File: src/rtl/div_arb_pkg.sv
// +----------------------------------------------------------------------+
// | div_arb_pkg : shared types and constants for the divider arbiter.    |
// | Rev 1.0                                                              |
// +----------------------------------------------------------------------+
`default_nettype none
`timescale 1ns/1ps

package div_arb_pkg;

    typedef enum logic [2:0] {
        ST_IDLE  = 3'd0,
        ST_ISSUE = 3'd1,
        ST_WAIT  = 3'd2,
        ST_RESP  = 3'd3,
        ST_HALT  = 3'd4
    } arb_state_t;

    localparam int DEF_TIMEOUT_CYC = 64;
    localparam int WDOG_W          = $clog2(DEF_TIMEOUT_CYC);

    // Quotient reported for a zero divisor; callers truncate to their width.
    function automatic logic [63:0] dbz_quot();
        return '1;
    endfunction

endpackage

`default_nettype wire

File: src/rtl/rr_arbiter.sv
// +----------------------------------------------------------------------+
// | rr_arbiter : combinational round-robin picker, search starts at ptr+1|
// | Rev 1.0                                                              |
// +----------------------------------------------------------------------+
`default_nettype none
`timescale 1ns/1ps

module rr_arbiter #(
    parameter int NREQ = 4,
    parameter int PW   = (NREQ > 1) ? $clog2(NREQ) : 1
) (
    input  logic [NREQ-1:0] req,
    input  logic [PW-1:0]   ptr,
    output logic [NREQ-1:0] gnt
);

    logic          found;
    logic [PW-1:0] idx;

    // Walk the rotated request vector; the first hit after ptr wins.
    always_comb begin
        gnt   = '0;
        found = 1'b0;
        idx   = '0;
        for (int i = 1; i <= NREQ; i++) begin
            idx = PW'((int'(ptr) + i) % NREQ);
            if (!found && req[idx]) begin
                gnt[idx] = 1'b1;
                found    = 1'b1;
            end
        end
    end

endmodule

`default_nettype wire

File: src/rtl/div_arbiter.sv
// +----------------------------------------------------------------------+
// | div_arbiter : shares one iterative divider among NREQ requesters.    |
// | Rev 1.0                                                              |
// +----------------------------------------------------------------------+
`default_nettype none
`timescale 1ns/1ps

module div_arbiter
    import div_arb_pkg::*;
#(
    parameter int N           = 16,
    parameter int NREQ        = 4,
    parameter int TIMEOUT_CYC = DEF_TIMEOUT_CYC
) (
    input  logic            clk,
    input  logic            rstn,
    input  logic [NREQ-1:0] cl_req,
    input  logic [NREQ*N-1:0] cl_dividend,
    input  logic [NREQ*N-1:0] cl_divisor,
    output logic [NREQ-1:0] cl_ack,
    output logic [NREQ-1:0] rsp_valid,
    output logic [N-1:0]    rsp_q,
    output logic [N-1:0]    rsp_r,
    output logic            rsp_exc,
    output logic            rsp_timeout,
    output logic            hang,
    output logic            div_req,
    output logic [N-1:0]    div_dividend,
    output logic [N-1:0]    div_divisor,
    input  logic [N-1:0]    div_q,
    input  logic [N-1:0]    div_r,
    input  logic            div_ready,
    input  logic            div_exception
);

    localparam int PW   = (NREQ > 1) ? $clog2(NREQ) : 1;
    localparam int WD_W = ($clog2(TIMEOUT_CYC) > WDOG_W) ? $clog2(TIMEOUT_CYC) : WDOG_W;

    arb_state_t      state_q, state_d;
    logic [PW-1:0]   ptr_q, ptr_d;
    logic [N-1:0]    dvd_q, dvd_d, dvs_q, dvs_d;
    logic [N-1:0]    rq_q, rq_d, rr_q, rr_d;
    logic [NREQ-1:0] id_q, id_d;
    logic [WD_W-1:0] wd_q, wd_d;
    logic            exc_q, exc_d, tmo_q, tmo_d, hang_q, hang_d;
    logic            live_q;

    logic [NREQ-1:0] gnt;
    logic            grant_ok;
    logic [PW-1:0]   win_idx;
    logic [N-1:0]    win_dvd, win_dvs;

    rr_arbiter #(.NREQ(NREQ), .PW(PW)) u_rr (
        .req (cl_req),
        .ptr (ptr_q),
        .gnt (gnt)
    );

    always_comb begin
        win_idx = '0;
        win_dvd = '0;
        win_dvs = '0;
        for (int i = 0; i < NREQ; i++) begin
            if (gnt[i]) begin
                win_idx = PW'(i);
                win_dvd = cl_dividend[i*N +: N];
                win_dvs = cl_divisor[i*N +: N];
            end
        end
    end

    // live_q keeps the combinational ack quiet while rstn is held low.
    assign grant_ok = live_q && (state_q == ST_IDLE) && (|cl_req) && !div_ready && !hang_q;

    always_ff @(posedge clk or negedge rstn) begin
        if (!rstn) begin
            state_q <= ST_IDLE;
            ptr_q   <= PW'(NREQ - 1);
            dvd_q   <= '0;
            dvs_q   <= '0;
            rq_q    <= '0;
            rr_q    <= '0;
            id_q    <= '0;
            wd_q    <= '0;
            exc_q   <= 1'b0;
            tmo_q   <= 1'b0;
            hang_q  <= 1'b0;
            live_q  <= 1'b0;
        end else begin
            state_q <= state_d;
            ptr_q   <= ptr_d;
            dvd_q   <= dvd_d;
            dvs_q   <= dvs_d;
            rq_q    <= rq_d;
            rr_q    <= rr_d;
            id_q    <= id_d;
            wd_q    <= wd_d;
            exc_q   <= exc_d;
            tmo_q   <= tmo_d;
            hang_q  <= hang_d;
            live_q  <= 1'b1;
        end
    end

    always_comb begin
        state_d = state_q;
        ptr_d   = ptr_q;
        dvd_d   = dvd_q;
        dvs_d   = dvs_q;
        rq_d    = rq_q;
        rr_d    = rr_q;
        id_d    = id_q;
        wd_d    = wd_q;
        exc_d   = exc_q;
        tmo_d   = tmo_q;
        hang_d  = hang_q;
        case (state_q)
            ST_IDLE: begin
                if (grant_ok) begin
                    ptr_d = win_idx;
                    dvd_d = win_dvd;
                    dvs_d = win_dvs;
                    id_d  = gnt;
                    if (win_dvs == '0) begin
                        rq_d    = N'(dbz_quot());
                        rr_d    = win_dvd;
                        exc_d   = 1'b1;
                        tmo_d   = 1'b0;
                        state_d = ST_RESP;
                    end else begin
                        state_d = ST_ISSUE;
                    end
                end
            end
            ST_ISSUE: begin
                wd_d    = '0;
                state_d = ST_WAIT;
            end
            ST_WAIT: begin
                if (div_ready) begin
                    rq_d    = div_q;
                    rr_d    = div_r;
                    exc_d   = div_exception;
                    tmo_d   = 1'b0;
                    state_d = ST_RESP;
                end else if (wd_q == WD_W'(TIMEOUT_CYC - 1)) begin
                    rq_d    = '0;
                    rr_d    = '0;
                    exc_d   = 1'b0;
                    tmo_d   = 1'b1;
                    hang_d  = 1'b1;
                    state_d = ST_RESP;
                end else begin
                    wd_d = wd_q + 1'b1;
                end
            end
            ST_RESP:  state_d = hang_q ? ST_HALT : ST_IDLE;
            ST_HALT:  state_d = ST_HALT;
            default:  state_d = ST_IDLE;
        endcase
    end

    always_comb begin
        cl_ack    = grant_ok ? gnt : '0;
        div_req   = (state_q == ST_ISSUE);
        rsp_valid = (state_q == ST_RESP) ? id_q : '0;
    end

    assign rsp_q        = rq_q;
    assign rsp_r        = rr_q;
    assign rsp_exc      = exc_q;
    assign rsp_timeout  = tmo_q;
    assign hang         = hang_q;
    assign div_dividend = dvd_q;
    assign div_divisor  = dvs_q;

endmodule

`default_nettype wire

File: config.mk
export PLATFORM = sky130hd
export DESIGN_NAME = div_arbiter
export DESIGN_NICKNAME = d
export VERILOG_FILES = /design/src/rtl/div_arb_pkg.sv /design/src/rtl/rr_arbiter.sv /design/src/rtl/div_arbiter.sv
export SDC_FILE = /design/constraint.sdc
export NUM_CORES = 1
export LEC_CHECK = 0
export ABC_CLOCK_PERIOD_IN_PS = 10830
export CORE_ASPECT_RATIO = 1.1
export CORE_MARGIN = 2
export CORE_UTILIZATION = 24
export DETAILED_ROUTE_END_ITERATION = 6
export SYNTH_ARGS = -nofsm -noshare
export SYNTH_HDL_FRONTEND = slang
export SYNTH_SLANG_ARGS = --single-unit
export TNS_END_PERCENT = 30
File: constraint.sdc
create_clock -name clk -period 10.83 [get_ports clk]
set_input_delay 2.7075 -clock clk [delete_from_list [all_inputs] [get_ports clk]]
set_output_delay 2.7075 -clock clk [all_outputs]
set_load 0.01 [all_outputs]
==> impl_results.md <==
- Status: finished clean
- Layout cells sized above 1: 8.605%
- Critical path arrival: just under 6 ns
- Most used DFF post-synth: dfrtp_1
- Vias in the first global route: 5057
- Vias: 5042
- Hold Path Class: flip-flop to flip-flop
- Largest cells by area after synthesis: dfrtp_1, o21ai_0, a21oi_1
- Initial DRC Count: 268
- Post-CTS setup buffers: 0
- Seq/Total Area, Yosys: 41.97%
- Placer Congestion: 0.8133
- Post-layout nets: 939
- CTS Sinks: 83
- Syn-to-layout area delta: 59.34%
- RSZ-0062 raised after global routing: false
- # hold bufs at CTS: 0
- # port buffers: 243
- Initial antenna violation count: 0
- Most frequent cell after synthesis: dfrtp_1
- Core ar.: 20440 um^2
- Row cnt: 55
- First-pass GRT wire length: around 29 mm
- Slew Viols, Final: 0
- Maximum clock insertion buffer count: 2
- Setup crit start kind: primary input
- Worst Path Max Fanout: 16
- # DRC: 0
- Clock Skew: between 0.008 and 0.009 ns
- CP bufs+invs: 2
- EDFF count, synth: 0
- #FFs+latches synth: 83
- Final-report setup violation count: 0
- Syn_nets: 715
- Largest area contributor in the netlist: dfrtp_1
- Worst-Margin Slew: 1.070 ns
- Syn_area_per_cell: 9.210 um^2
- DIE AREA: 21810 um^2
- Worst-path cell chain: clkdlybuf4s50_1, mux4_2, or2_2, a21oi_1, a221o_1, nor2b_1, clkdlybuf4s50_1
- Crit-path slowest cell: mux4_2
- Crit path top cell by count: clkdlybuf4s50_1
- Asr flop ratio synth: 100.0%
- Drt total wl: 18.85 mm
- Post-synth top cells: dfrtp_1, o21ai_0, nand2_1
- Num CTS Buffers: 9
- CP Class: primary input to primary output
- DR WL/cell: 18.42 um
- Period utilisation layout: 78.68%
- Synth Instances: ~540
- Fin util: around two fifths
- Yosys Warn Count: 0
- Initial cell density of the core: 24.24%
- Clock latency on the worst-skew pair: 0.35 ns
- Diode count: 0
- Max Clock Freq: 117.4 MHz
- Synthesized area: 4955 um^2
- GRT Total Usage: 17.37%
- Drt first pass iters: 5
- Total power: 0.002510 W
- Delay-heaviest family, CP: buffers and inverters
- Reg clk slew, reported paths: roughly 0.060 ns
- Netlist cell types: 54
- Leakage power: ~3.1 nW
- Min cycle time layout: 8.521 ns
- Max Cap Violations: 0
- GR Overflow Total: 0
- Peak supply drop: about 160 uV
- Hold Vio Cnt, Final: 0
- Routed vias/inst: 4.929
- WP data required: 8.12 ns
- CTS root buffer: clkbuf_16
- Power per cell area: 317.9 nW/um^2
- Setup TNS: 0 ns
- Final ANT Viol Nets: 0
- Final HPWL DP: 14.05 mm
- Slew HR: 28.37%
- Crit. End Element: primary output
- Die Wd: 141.0 um
- IO Pins: 244
- Largest net degree at the start of global routing: 54
- H-tree Lvls: 3
- Post-CTS Resized: 0
- CTS tree: yes
- Slowest stage delay, CP: around 0.60 ns
- Die Y: 154.7 um
- Top-area cell type share of the netlist area: 40.91%
[registers in the layout, summed over array words and instances, names as in the netlist, 2 cells and up]
signal        count
div_divisor      16
rsp_q            16
div_dividend     16
wd_q              6
rsp_r            16
ptr_q             2
state_q           3
id_q              4
[path summary, 6_finish.rpt]
kind,startpoint,to,slack [ns],cells past startpoint
setup / recovery,cl_req[3],cl_ack[0],2.31,7
hold / removal,id_q[1]$_DFFE_PN0P_,id_q[1]$_DFFE_PN0P_,0.47,1
setup reg to reg,ptr_q[0]$_DFFE_PN1P_,rsp_r[0]$_DFFE_PN0P_,5.22,12
hold reg to reg,id_q[1]$_DFFE_PN0P_,id_q[1]$_DFFE_PN0P_,0.47,1
max in group asynchronous,rstn,state_q[0]$_DFFE_PN0P_,7.48,2
min in group asynchronous,rstn,div_dividend[0]$_DFFE_PN0P_,2.29,1
[through the flow]
step / std cells / setup slack, ns / hold slack [ns] / instance area, um^2
floorplan: 538 / 3.696 / 0.4414 / 4955
CTS: 1023 / 2.300 / 0.4771 / 7895
finish: 1023 / 2.309 / 0.4683 / 7895
global placement: 1007 / 2.361 / 0.4519 / 7600
global route: 1023 / 2.131 / 0.5037 / 7895
detailed placement: 1007 / 2.313 / 0.4622 / 7600
[cells by family (layout without fill, tap and decap cells)]
group	Yosys count	after routing	share of synthesized area (%)
AOI/OAI and AO/OA	191	191	25.56
xor gates and xnor gates	2	2	0.3536
adders and majority gates	9	9	2.273
buffers and inverters	45	274	4.293
DFF	83	83	41.97
muxes	36	36	9.697
other	1	1	0.07568
and+or+nand+nor	171	171	15.78
[cells in the final DEF, fill, tap and decap left out, types with 9 or more instances in the layout]
cell,Yosys,final
nor3_1,13,13
nand3_1,14,14
nor2_1,52,51
a21oi_1,47,47
clkdlybuf4s50_1,0,242
clkbuf_16,0,9
dfrtp_1,81,81
buf_4,0,11
o221a_1,10,10
mux2_2,20,20
a221oi_1,17,17
ha_1,9,9
nand2_1,53,53
a211oi_1,21,21
mux2_4,9,9
o21ai_0,66,65
[report_power, final]
group	switching (W)	internal, W	total, W
sequential	0.0000874	0.000448	0.000535
combinational	0.000931	0.000730	0.00166
clock	0.000133	0.000180	0.000314
total	0.00115	0.00136	0.00251
[worst reg2reg max path, delay by kind of cell (launching register included)]
kind | cells | cell delay (ns)
muxes | 2 | 1.03
and+or+nand+nor | 2 | 0.69
AOI/OAI and AO/OA | 6 | 2.43
DFF | 1 | 0.73
buffers and inverters | 1 | 0.19
adders and majority gates | 1 | 0.43
[final cells by class]
type / instances / area (um^2)
well taps: 256 / 320.3
multi-input cells: 410 / 2676
flip-flops and latches: 83 / 2079
fillers: 2063 / 12540
inverters: 5 / 18.77
repair buffers: 253 / 2505
clock inverters: 5 / 62.56
clock buffers: 11 / 232.7
[layer usage]
layer | part of all wire [%] | GRT usage, % | wire length, um | vias up
li1 | - | - | - | 2442
met1 | 42 | 21.53 | 7984 | 2390
met2 | 49 | 29.11 | 9214 | 186
met3 | 6.6 | 5.139 | 1248 | 24
met4 | 2.1 | 5.476 | 399 | 0
met5 | 0 | 0 | 0 | -
Note: power is estimated with default switching activity, not from simulation.
